<file path="src/rtl/mem_arbiter.sv">
// mem_arbiter: serialises fetch (I) and load/store (D) onto one single-port RAM; define MEM_ARB_RR_EN for round-robin priority.
// Latency: gnt 1 cycle after req is seen in IDLE, rvalid/rdata 1 cycle after gnt; out-of-range gets gnt+err at +1.
// Backpressure: requesters hold req until gnt; one access in flight, reads 1 per 3 cycles, writes 1 per 2.
module mem_arbiter #(
    parameter int ADDR_W    = 10,
    parameter int DATA_W    = 32,
    parameter int MEM_WORDS = 256
) (
    input  logic              Clk,
    input  logic              Reset_n,
    input  logic              i_req,
    input  logic [ADDR_W-1:0] i_addr,
    output logic              i_gnt,
    output logic              i_rvalid,
    output logic [DATA_W-1:0] i_rdata,
    input  logic              d_req,
    input  logic              d_we,
    input  logic [ADDR_W-1:0] d_addr,
    input  logic [DATA_W-1:0] d_wdata,
    output logic              d_gnt,
    output logic              d_rvalid,
    output logic [DATA_W-1:0] d_rdata,
    output logic              d_err,
    output logic              i_err,
    output logic              mem_rden,
    output logic              mem_wren,
    output logic [ADDR_W-1:0] mem_addr,
    output logic [DATA_W-1:0] mem_data,
    input  logic [DATA_W-1:0] mem_readout
);

    typedef enum logic [1:0] {
        S_IDLE  = 2'd0,
        S_ISSUE = 2'd1,
        S_RESP  = 2'd2,
        S_ERR   = 2'd3
    } state_t;

    localparam logic [ADDR_W:0] MEM_LIMIT = (ADDR_W+1)'(MEM_WORDS);

    state_t            state_q;
    logic              port_d_q;
    logic              we_q;
    logic              i_gnt_q, d_gnt_q;
    logic              i_rvalid_q, d_rvalid_q;
    logic              i_err_q, d_err_q;
    logic              mem_rden_q, mem_wren_q;
    logic [ADDR_W-1:0] mem_addr_q;
    logic [DATA_W-1:0] mem_data_q;
    logic [DATA_W-1:0] i_rdata_q, d_rdata_q;

    logic              any_req;
    logic              pick_d;
    logic              oor;
    logic [ADDR_W-1:0] win_addr;

`ifdef MEM_ARB_RR_EN
    logic prio_d_q;

    assign pick_d = d_req && (prio_d_q || !i_req);

    // Pointer moves to the loser on every grant, error grants included.
    always_ff @(posedge Clk or negedge Reset_n) begin
        if (!Reset_n) begin
            prio_d_q <= 1'b1;
        end else if (state_q == S_IDLE && any_req) begin
            prio_d_q <= !pick_d;
        end
    end
`else
    assign pick_d = d_req;
`endif

    assign any_req  = i_req | d_req;
    assign win_addr = pick_d ? d_addr : i_addr;
    assign oor      = {1'b0, win_addr} >= MEM_LIMIT;

    always_ff @(posedge Clk or negedge Reset_n) begin
        if (!Reset_n) begin
            state_q    <= S_IDLE;
            port_d_q   <= 1'b0;
            we_q       <= 1'b0;
            i_gnt_q    <= 1'b0;
            d_gnt_q    <= 1'b0;
            i_rvalid_q <= 1'b0;
            d_rvalid_q <= 1'b0;
            i_err_q    <= 1'b0;
            d_err_q    <= 1'b0;
            mem_rden_q <= 1'b0;
            mem_wren_q <= 1'b0;
            mem_addr_q <= '0;
            mem_data_q <= '0;
            i_rdata_q  <= '0;
            d_rdata_q  <= '0;
        end else begin
            i_gnt_q    <= 1'b0;
            d_gnt_q    <= 1'b0;
            i_rvalid_q <= 1'b0;
            d_rvalid_q <= 1'b0;
            i_err_q    <= 1'b0;
            d_err_q    <= 1'b0;
            mem_rden_q <= 1'b0;
            mem_wren_q <= 1'b0;
            case (state_q)
                S_IDLE: begin
                    if (any_req) begin
                        port_d_q <= pick_d;
                        we_q     <= pick_d & d_we;
                        d_gnt_q  <= pick_d;
                        i_gnt_q  <= !pick_d;
                        if (oor) begin
                            // Rejected without a memory cycle; the port's rdata reads back 0.
                            state_q <= S_ERR;
                            d_err_q <= pick_d;
                            i_err_q <= !pick_d;
                            if (pick_d) d_rdata_q <= '0;
                            else        i_rdata_q <= '0;
                        end else begin
                            state_q    <= S_ISSUE;
                            mem_addr_q <= win_addr;
                            mem_data_q <= pick_d ? d_wdata : '0;
                            mem_wren_q <= pick_d & d_we;
                            mem_rden_q <= !(pick_d & d_we);
                        end
                    end
                end
                S_ISSUE: begin
                    if (we_q) begin
                        state_q <= S_IDLE;
                    end else begin
                        state_q    <= S_RESP;
                        d_rvalid_q <= port_d_q;
                        i_rvalid_q <= !port_d_q;
                    end
                end
                S_RESP: begin
                    state_q <= S_IDLE;
                    if (port_d_q) d_rdata_q <= mem_readout;
                    else          i_rdata_q <= mem_readout;
                end
                S_ERR: begin
                    state_q <= S_IDLE;
                end
                default: begin
                    state_q <= S_IDLE;
                end
            endcase
        end
    end

    // RAM data arrives during RESP; forward it that cycle, then serve it from the hold register.
    assign i_rdata  = i_rvalid_q ? mem_readout : i_rdata_q;
    assign d_rdata  = d_rvalid_q ? mem_readout : d_rdata_q;

    assign i_gnt    = i_gnt_q;
    assign d_gnt    = d_gnt_q;
    assign i_rvalid = i_rvalid_q;
    assign d_rvalid = d_rvalid_q;
    assign i_err    = i_err_q;
    assign d_err    = d_err_q;
    assign mem_rden = mem_rden_q;
    assign mem_wren = mem_wren_q;
    assign mem_addr = mem_addr_q;
    assign mem_data = mem_data_q;

endmodule

</file>
<file path="config.mk">
export PLATFORM = sky130hd
export DESIGN_NAME = mem_arbiter
export DESIGN_NICKNAME = d
export VERILOG_FILES = /design/src/rtl/mem_arbiter.sv
export SDC_FILE = /design/constraint.sdc
export NUM_CORES = 1
export LEC_CHECK = 0
export BUFFER_PORTS_ARGS = -buffer_cell sky130_fd_sc_hd__buf_2
export CORE_UTILIZATION = 40
export DETAILED_ROUTE_END_ITERATION = 6
export GPL_TIMING_DRIVEN = 0
export PLACE_DENSITY = 0.77
export RECOVER_POWER = 25
export SYNTH_ARGS = -nofsm -noshare
export SYNTH_HDL_FRONTEND = slang
export SYNTH_SLANG_ARGS = --single-unit
export TNS_END_PERCENT = 30
</file>
<file path="constraint.sdc">
create_clock -name Clk -period 1.7 [get_ports Clk]
set_clock_uncertainty 0.2 [all_clocks]
set_input_delay 0.085 -clock Clk [delete_from_list [all_inputs] [get_ports Clk]]
set_output_delay 0.085 -clock Clk [all_outputs]
set_load 0.005 [all_outputs]
</file>
### After elaboration in Yosys (flattened, before gate mapping)

Cells that the tools add are included.

* multipliers: 0
* muxes and demuxes: 38
* reductions and logical operators: 10
* bitwise gates (word level): 3
* divide/modulo/power cells: 0
* shifts and indexed selects: 0
* add/subtract/negate cells: 0
* magnitude comparators: 1
* eq/ne operators: 9

Operator list (number)
* 2-to-1 mux 32 bit: 11
* one-hot mux 32 bit (2 select lines): 2
* 2-to-1 mux 1 bit: 20
* inequality test 2 bit, second input constant: 6
* >= comparator 10 x 9 -> 1 bit, second input constant: 1
* 2-to-1 mux 10 bit: 1
* AND reduction 5 bit: 2
* 2-to-1 mux 2 bit: 3
* one-hot mux 2 bit (3 select lines): 1
* equality test 2 bit, second input constant: 2
* zero test 1 bit: 3
* AND reduction 3 bit: 1
* equality test 2 x 1 -> 1 bit, second input constant: 1
* zero test 2 bit: 1
* AND reduction 2 bit: 1
* nonzero test 2 bit: 1
* OR reduction 2 bit: 1
* AND 1 bit: 1
* NOT 1 bit: 1
* OR 1 bit: 1

* bits in latches: 0
* word-level logic and storage cells: 76
* register bits: 118
* memories: 0
* ROM bits: 0
* memory bits (writable): 0
* output and inout bits: 114

### Logic depth before layout (Yosys ltp)

* word-level depth: 5
* depth in mapped cells: 7
* mapped depth without buffers: 4

### Worst setup path before layout

OpenSTA, ideal clock, no wires.

* kind: reg-to-reg
* start point: reg state_q[0]
* end point: reg mem_data_q[12] (netlist: mem_data[12])
* buffers on the path: 1
* arrival: 1429 ps
* stages on the path, launching flop included: 6
* required time: 1434 ps
* slack: 4 ps
* cells stage by stage: dfrtp_1 nor2_1 nand2_1 nor3_2 clkbuf_1 a22o_1

* cells in the longest elaborated chain, start to end: 2

RTL lines
* from (decl): RTL line 41 `state_t state_q;`
* from (signal assigned): RTL line 80 `state_q <= S_IDLE;`
* from (signal assigned): RTL line 113 `state_q <= S_ERR;`
* from (signal assigned): RTL line 119 `state_q <= S_ISSUE;`
* zero test 2 bit: RTL line 104 `case (state_q)`
* AND reduction 3 bit (no source line)
* to (signal assigned): RTL line 121 `mem_data_q <= pick_d ? d_wdata : '0;`
* to (decl): RTL line 49 `logic [DATA_W-1:0] mem_data_q;`

No other way between the ends.
A chain may end at the register's enable or synchronous reset.

### Worst setup path after layout

* start point: reg state_q[1]
* end point: reg i_rdata_q[30]

* cells in the longest elaborated chain, start to end: 3
* elaborated cells between the ends (all ways): 9
* classes of those cells: eq/ne (5); mux (1); reduce/logical (3)

RTL lines
* equality test 2 bit or zero test 2 bit (tied branches): RTL line 104
* inequality test 2 bit (no source line) or nonzero test 2 bit (tied branches)
* AND reduction 5 bit (no source line)
* to (signal assigned): RTL line 139 `else i_rdata_q <= mem_readout;`
* to (decl): RTL line 50 `logic [DATA_W-1:0] i_rdata_q, d_rdata_q;`

Parallel ways exist; a longest one is shown, timed or not.

==> impl_metrics.env <==
export IMPL_clk_pin_slew_ns=0.05
export IMPL_status="finished with violations"
export IMPL_setup_ws_ns=-0.121
export IMPL_syn_inst=375
export IMPL_ys_ff_latch=118
export IMPL_htreeDepth=4
export IMPL_rrSetupSlack_ns=-0.12
export IMPL_p_sw_share_pct=30.8
export IMPL_drt_iter0_markers=259
export IMPL_min_period_ns=1.82
export IMPL_die_area_um2=13100
export IMPL_post_route_period_util_pct=107
export IMPL_gr_total_overflow=0
export IMPL_violations="setup timing"
export IMPL_drtPass1Iterations=4
export IMPL_ir_drop_mv=0.746
export IMPL_fin_area_um2=8410
export IMPL_synth_area_leaders="dfrtp_1 59%, a22o_1 17%, mux2_2 14%, mux2i_1 1.6%, clkbuf_1 1.1%"
export IMPL_areaGrowthSynthToFinish_pct=66.6
export IMPL_critPathKind="reg2reg"
export IMPL_finalSetupViolations=107
export IMPL_antenna_found_initial=0
export IMPL_antenna_left=0
export IMPL_synth_top_cell_area_share_pct=58.5
export IMPL_rsz0062_at_grt="yes"
export IMPL_yosys_warnings=0
export IMPL_fmax_mhz=549
export IMPL_grt_usage_pct=25.6
export IMPL_num_vias=4679
export IMPL_synth_area_per_cell_um2=13.5
export IMPL_synth_cell_types=27
export IMPL_slew_headroom_pct=46.2
export IMPL_finalPower_mw=13.7
export IMPL_drc=0
export IMPL_num_io_pins=203
export IMPL_cap_viol_max_count=0
export IMPL_coreArea_um2=12200
export IMPL_routed_wl_um=16700
export IMPL_p_clk_share_pct=25.3
export IMPL_drv_slew=0
export IMPL_layout_nets=785
export IMPL_crit_fanout=10
export IMPL_numCtsBuffers=17
export IMPL_port_buffers=201
export IMPL_clock_sinks=118
export IMPL_cts_root_buf="clkbuf_16"
export IMPL_power_switching_mw=4.21
export IMPL_tightest_slew_ns=0.808
export IMPL_hp_class="in2reg"
export IMPL_gp_congestion=0.783
export IMPL_pwr_share_comb_pct=42.0
export IMPL_yosys_area_top_type="dfrtp_1"
export IMPL_arrival_ns=1.97
export IMPL_antenna_diode_count=0
export IMPL_cp_required_ns=1.85
export IMPL_r2r_start="state_q[1]$_DFFE_PN0P_"
export IMPL_syn_area_um2=5050
export IMPL_pwr_density_cell_nw_per_um2=1630
export IMPL_critPathLaunchType="flip-flop"
export IMPL_seq_area_frac_synth_pct=58.5
export IMPL_pwr_share_seq_pct=32.7
export IMPL_die_y_um=114
export IMPL_grt_max_degree=63
export IMPL_drive_gt1_share_pct=49.2
export IMPL_worstSetupEndpointType="flip-flop"
export IMPL_min_from="d_addr[9]"
export IMPL_detailed_place_hpwl_um=9290
export IMPL_initial_core_util_pct=41.5
export IMPL_cts_buffer_depth=2
export IMPL_fin_hold_ws_ns=0.0690
export IMPL_grt_pass1_vias=4978
export IMPL_fp_dieW_um=114
export IMPL_internal_power_mw=9.47
export IMPL_leakage_nw=4.33
export IMPL_worstSetupStartpoint="state_q[1]$_DFFE_PN0P_"
export IMPL_vias_per_cell=5.35
export IMPL_post_dp_cell_area_um2=6300
export IMPL_clk_latency_ns=0.41
export IMPL_wl_per_cell_um=19.1
export IMPL_grt_first_pass_wirelength_um=25100
export IMPL_pre_cts_ws_ns=-0.384
export IMPL_rows=40
export IMPL_final_hold_viol_count=0
export IMPL_cts_tree="yes"
export IMPL_synth_nets=464
==> path summary, 6_finish.rpt <==
path	endpoint	cells past startpoint
max	i_rdata_q[30]$_DFFE_PN0P_	5
min	mem_data[1]$_DFFE_PN0P_	4
min in group asynchronous	i_rdata_q[5]$_DFFE_PN0P_	2
min reg2reg	i_rdata_q[25]$_DFFE_PN0P_	1
max in group asynchronous	state_q[0]$_DFFE_PN0P_	3
max reg2reg	i_rdata_q[30]$_DFFE_PN0P_	5
==> area by class of cell <==
cell class / instances / area (um^2)
plain buffers: 30 / 310
clock buffers: 25 / 495
clock inverters: 4 / 70.1
fillers: 803 / 3750
inverters: 2 / 7.51
multi-input cells: 222 / 2110
flip-flops and latches: 118 / 2960
well taps: 168 / 210
repair buffers: 305 / 2240
==> sequential cells by signal, summed over array words and instances (netlist names) <==
signal,cells
mem_wren,1
i_err,1
mem_rden,1
d_rvalid,1
d_rdata_q,32
i_rdata_q,32
mem_addr,10
d_gnt,1
i_rvalid,1
i_gnt,1
mem_data,32
state_q,2
d_err,1
we_q,1
port_d_q,1
==> cells in the mapped netlist, drive strengths merged <==
| library cell | n |
|---|---|
| and3b | 2 |
| or3b | 1 |
| a21oi | 3 |
| mux2 | 64 |
| mux2i | 8 |
| nand3 | 1 |
| o221ai | 1 |
| nor2 | 7 |
| nor3b | 2 |
| o21ai | 12 |
| dfrtp | 118 |
| nor4b | 1 |
| nor3 | 3 |
| buf | 18 |
| nand2 | 13 |
| and2 | 4 |
| inv | 2 |
| nor2b | 1 |
| o21a | 1 |
| a22o | 96 |
| clkbuf | 15 |
| nand2b | 2 |
==> logic make-up after synthesis <==
| kind of cell | count (synthesis) | share of synthesized area [%] |
|---|---|---|
| flops | 118 | 58.5 |
| compound gates | 113 | 18.5 |
| mux | 72 | 15.9 |
| simple gates | 37 | 3.84 |
| buf+inv | 35 | 3.32 |
==> layout by cell type, fill, tap and decap left out, types with 2 or more instances in the layout <==
cell / instances
o21ai_1: 2
buf_4: 14
buf_6: 23
dlygate4sd3_1: 89
clkbuf_2: 2
dfrtp_2: 3
inv_1: 2
mux2_4: 31
clkbuf_8: 6
and2_1: 3
clkbuf_16: 21
nand2b_1: 2
bufinv_16: 2
buf_8: 11
nor2_1: 6
o21ai_0: 9
buf_2: 185
mux2_2: 33
and3b_1: 2
clkbuf_1: 4
mux2i_1: 8
clkinv_2: 2
dfrtp_1: 115
nor3b_1: 2
clkbuf_4: 3
nand2_1: 12
a21oi_1: 2
a22o_1: 96
==> per-stage QoR <==
step | std cells | TNS (ns) | util [%]
floorplan | 375 | 0 | -
global placement | 744 | -150.66 | 51.5
detailed placement | 745 | -35.40 | 51.8
CTS | 868 | -10.27 | 67.7
global route | 874 | -14.97 | 69.1
finish | 874 | -6.89 | 69.1
==> critical path, stage by stage, from the launching register on <==
cell     delay [ns]
dfrtp_1        0.39
or3b_4         0.39
a21oi_4        0.19
and2_4         0.27
buf_8          0.15
a22o_1         0.15
==> power by group through the flow <==
stage / Clock, mW / Sequential, mW / Combinational (mW)
2_1_floorplan: 0 / 4.31 / 2.58
3_3_place_gp: 0 / 4.34 / 4.37
3_5_place_dp: 0 / 4.36 / 4.48
4_1_cts: 3.51 / 4.40 / 5.49
5_1_grt: 3.64 / 4.57 / 6.15
6_report: 3.46 / 4.47 / 5.75
==> layer usage <==
layer	GRT usage, %	up-vias	part of all wire (%)
met5	0	-	0
met4	12.3	0	2.9
met3	6.19	39	6.7
met2	44.6	267	51
met1	29.5	2320	40
li1	-	2053	-
==> timing repair <==
| action | 4_1_cts | 5_1_grt |
|---|---|---|
| resized for setup | 113 | 36 |
| setup endpoints to repair | 169 | 170 |
| hold endpoints to repair | 232 | 0 |
| cloned | 1 | 4 |
| buffers inserted | 6 | 3 |
| pin swaps | 25 | 10 |
| hold buffers | 89 | 0 |
Power figures use the tool's default switching activity.
